**src/rtl/md5_pkg.sv**
```systemverilog
// Shared widths, digest word offsets and checker state encoding for the md5 match checker.
package md5_pkg;

    localparam int MD5_MSG_BITS  = 152;
    localparam int MD5_HASH_BITS = 128;
    localparam int MD5_WORD_BITS = 32;

    // Bit offsets of each digest word inside a packed {a,b,c,d} hash.
    localparam int WORD_A_LSB = 96;
    localparam int WORD_B_LSB = 64;
    localparam int WORD_C_LSB = 32;
    localparam int WORD_D_LSB = 0;

    typedef enum logic [1:0] {
        ST_IDLE    = 2'd0,
        ST_ARMED   = 2'd1,
        ST_MATCHED = 2'd2
    } md5_state_t;

endpackage

```
**src/rtl/md5_word_cmp.sv**
```systemverilog
// Registered equality compare of one 32-bit digest word against the target word.
import md5_pkg::*;

module md5_word_cmp (
    input  logic                     clk,
    input  logic                     reset_n,
    input  logic                     en,
    input  logic [MD5_WORD_BITS-1:0] word,
    input  logic [MD5_WORD_BITS-1:0] ref_word,
    output logic                     eq
);

    always_ff @(posedge clk) begin
        if (!reset_n) begin
            eq <= 1'b0;
        end else if (en) begin
            eq <= (word == ref_word);
        end
    end

endmodule

```
**config.mk**
```make
export PLATFORM = sky130hd
export DESIGN_NAME = md5_word_cmp
export DESIGN_NICKNAME = d
export VERILOG_FILES = /design/src/rtl/md5_pkg.sv /design/src/rtl/md5_word_cmp.sv
export SDC_FILE = /design/constraint.sdc
export NUM_CORES = 1
export LEC_CHECK = 0
export ABC_AREA = 1
export CORE_ASPECT_RATIO = 0.9
export CORE_MARGIN = 2
export CORE_UTILIZATION = 27
export CTS_BUF_LIST = sky130_fd_sc_hd__clkbuf_2 sky130_fd_sc_hd__clkbuf_4 sky130_fd_sc_hd__clkbuf_8
export CTS_CLUSTER_DIAMETER = 150
export DETAILED_ROUTE_END_ITERATION = 8
export PLACE_DENSITY = 0.84
export SETUP_SLACK_MARGIN = 0.02
export SYNTH_ARGS = -nofsm -noshare
export SYNTH_HDL_FRONTEND = slang
export SYNTH_SLANG_ARGS = --single-unit
```
**constraint.sdc**
```tcl
create_clock -name clk -period 1.6 [get_ports clk]
set_clock_uncertainty 0.2 [all_clocks]
set_input_delay 0.48 -clock clk [delete_from_list [all_inputs] [get_ports clk]]
set_output_delay 0.48 -clock clk [all_outputs]
set_load 0.02 [all_outputs]
```
After elaboration in Yosys (flattened, before gate mapping)
Cells that the tools add are included.
- register bits after elaboration: 1
- output and inout port bits: 1
- bits of input ports: 67
- word-level logic and storage cells: 2
- equal/unequal tests: 1
- operator list (cell ; number):
    $eq 32x32->1 ; 1

Logic depth before layout (Yosys ltp)
- word-level depth: 1
- mapped depth: 10
- depth with buffers taken out: 10

Least setup slack after synthesis
OpenSTA, ideal clock, no wires.
- path type: input port to flip-flop
- start point: input ref_word[6]
- end point: register eq
- data required time: 1.334 ns
- stages on the path: 9
- setup slack: 0.270 ns
- buffers on the path: 0
- library setup time: 0.066 ns
- arrival: 1.064 ns
- cell sequence: nor2_1 > nor2_1 > nor2_1 > nand2_1 > nor2_1 > nand2_1 > nor2_1 > nand2_1 > a21oi_2
- word-level cells in the longest chain between the ends: 1
- RTL lines (what ; line ; source):
    start: declaration ; md5_word_cmp.sv:9 ; input logic [MD5_WORD_BITS-1:0] ref_word,
    $eq 32x32->1 ; md5_word_cmp.sv:17 ; eq <= (word == ref_word);
    end signal: assignment ; md5_word_cmp.sv:17 ;
    end: declaration ; md5_word_cmp.sv:10 ; output logic eq
Every way passes these cells.
A chain may end at the register's enable or synchronous reset.

Worst setup path in the final report
- start point: input word[21]
- end point: register eq
- word-level cells in the longest chain between the ends: 1
- RTL lines (what ; line ; source):
    start: declaration ; md5_word_cmp.sv:8 ; input logic [MD5_WORD_BITS-1:0] word,
    $eq 32x32->1 ; md5_word_cmp.sv:17 ;
Every way passes these cells.

==> metrics.md <==
| Metric | Value |
|---|---|
| Outcome | `complete, no violations` |
| Non-Filler Instances | `approximately 220` |
| Vias in the first global route | `857` |
| Pins Over Slew Limit | `0` |
| Layout cell share with drive strength beyond 1 | `0.371` |
| Top Family by Delay on Critical Path | `simple AND/OR/NAND/NOR gates` |
| Hold Buf Count CTS | `0` |
| CORE AREA | `around 2000 um2` |
| Crit path max fanout | `2` |
| Maximum VDD drop | `between 100 and 150 uV` |
| Starting DRT DRC Count | `2` |
| Total die area | `2540 um2` |
| PD cells | `233 nW/um2` |
| Area Overhead vs Synth | `83.0%` |
| Clk pin slew, worst setup/hold paths | `0 ps` |
| Post-Layout Inst Area | `1060 um2` |
| Final hold viol count | `0` |
| Gr ovfl total | `0` |
| Mean Syn Cell Area | `4.54 um2` |
| Largest net degree at the start of global routing | `3` |
| Worst Tran Pin Value | `~210 ps` |
| Syn Std Cell Area | `581 um2` |
| ANT nets after route | `0` |
| Startpoint types | `input port` |
| Peak Freq | `~0.66 GHz` |
| Cell count after synthesis | `between 100 and 150` |
| Max-cap viol count | `0` |
| Final Net Count | `266` |
| Final setup vio count | `0` |
| WP buf/inv | `2` |
| Initial antenna violation count | `0` |
| Worst hold path type | `reg -> reg` |
| Req. time, crit path | `1330 ps` |
| Chip Width | `52.9 um` |
| Initial Utilization | `0.295` |
| Total wire length | `roughly 1900 um` |
| Crit Path Class | `in -> reg` |
| Register area | `20.0 um2` |
| Vias/cell | `just over 4` |
| Global-route wire length before repair | `between 2000 and 3000 um` |
| RSZ-0062 raised after global routing | `true` |
| Area of placed instances | `between 1000 and 1500 um2` |
| Largest register FFs | `1` |
| Post-route setup slack | `slightly above 90 ps` |
| Final period utilization | `0.943` |
| Area of the multi-input gates | `~460 um2` |
| Drt first pass iters | `4` |
| Utilization after layout | `0.539` |
| Total GRT Usage | `0.141` |
| P_leak | `~0.0007 uW` |
| Place WS | `-304 ps` |
| Fillers | `between 200 and 250` |
| Highest-delay cell along the critical path | `clkdlybuf4s15_1` |
| Critical-path cell list | `clkdlybuf4s15_1, inv_1, o21ai_1, nor2_1, nand3_1, nor2_1, nand2_1, a21oi_2` |
| Largest regs | `eq x1` |
| Post-placement cell count | `~220` |
| Worst skew pair latency | `0 ps` |
| Die Height | `48.0 um` |
| Vias post-DR | `roughly 910` |
| Max incr delay on CP | `160 ps` |
| Most common cell after layout, fill and taps aside | `nand2_1` |
| Post-detail-place hpwl | `between 1500 and 2000 um` |
| Routed len/inst | `8.77 um` |
| Post-synthesis sequential area ratio | `0.0345` |
| Min Tclk post-route | `between 1500 and 2000 ps` |
| Synth warnings | `0` |
| Count of cell types in the netlist | `11` |
| Number of diodes | `0` |
| Most frequent cells in the layout | `nand2_1, clkbuf_2, inv_1, buf_2, nor2_1` |
| Final GP Congestion | `approximately 0.63` |
| Crit path DAT | `1240 ps` |
| Most flops, register | `eq` |
| Synthesized Nets | `about 200` |
| Rel. slew slack | `0.860` |
| Row cnt | `15` |
| CP Capture Type | `flip-flop` |
| PortBufs | `67` |
| Io pins | `68` |
| Final setup TNS | `0 ps` |
| Yosys reg bits | `1` |
| DRC Markers | `0` |
| Most frequent CP cell | `nor2_1` |
-- worst register-to-register path, cell delays in order (launching register included) --
cell     delay [ps]
dfxtp_1         300
nand2_1          70
a21oi_2         120
-- cells in the mapped netlist --
cell type / n / share of area
o21ai_0: 1 / 0.0086
o22ai_1: 1 / 0.011
inv_1: 36 / 0.23
nand3_1: 2 / 0.017
a21oi_2: 1 / 0.015
xnor2_1: 10 / 0.15
nor2_1: 18 / 0.12
nand4_1: 5 / 0.054
dfxtp_1: 1 / 0.034
xor2_1: 2 / 0.030
nand2_1: 51 / 0.33
-- worst paths after layout --
kind              endpoint  slack [ps]  startpoint  cells after the start
setup / recovery        eq          90    word[21]                      8
hold / removal          eq         260          eq                      2
setup reg to reg        eq         850          eq                      2
hold reg to reg         eq         260          eq                      2
-- stage by stage --
stage,power [uW],hold WS (ps)
2_1_floorplan,116,350
3_3_place_gp,297,272
3_5_place_dp,305,267
4_1_cts,255,259
5_1_grt,274,280
6_report,247,264
-- cell families after synthesis --
family,share of synthesized area
buffers and inverters,0.233
AO/OA/AOI/OAI,0.0345
AND/OR/NAND/NOR,0.517
XOR/XNOR,0.181
flip-flops,0.0345
-- timing repair --
action                     CTS  global route
pin swaps                   62            51
gates cloned                 0             0
setup endpoints to repair    2             1
setup buffers                1             0
gates resized for setup    159            66
-- metal layers --
metal / up-vias / GRT usage / part of all wire
met4: 0 / 0 / 0
li1: 505 / - / -
met2: 47 / 0.320 / 0.52
met5: - / 0 / 0
met1: 361 / 0.134 / 0.35
met3: 0 / 0.0344 / 0.14
-- where the power goes --
group | switching (uW) | internal (uW)
Combinational | 93.8 | 128
Clock | 0 | 0
Sequential | 0.0000000242 | 25.4
Total | 93.8 | 153
-- cell type report --
| type | instances | share of cell area |
|---|---|---|
| inverter | 36 | 0.127 |
| multi-input combinational | 91 | 0.430 |
| sequential | 1 | 0.0188 |
| tap | 25 | 0.0294 |
| timing repair buffer | 69 | 0.395 |
(Power assumes the default switching activity.)
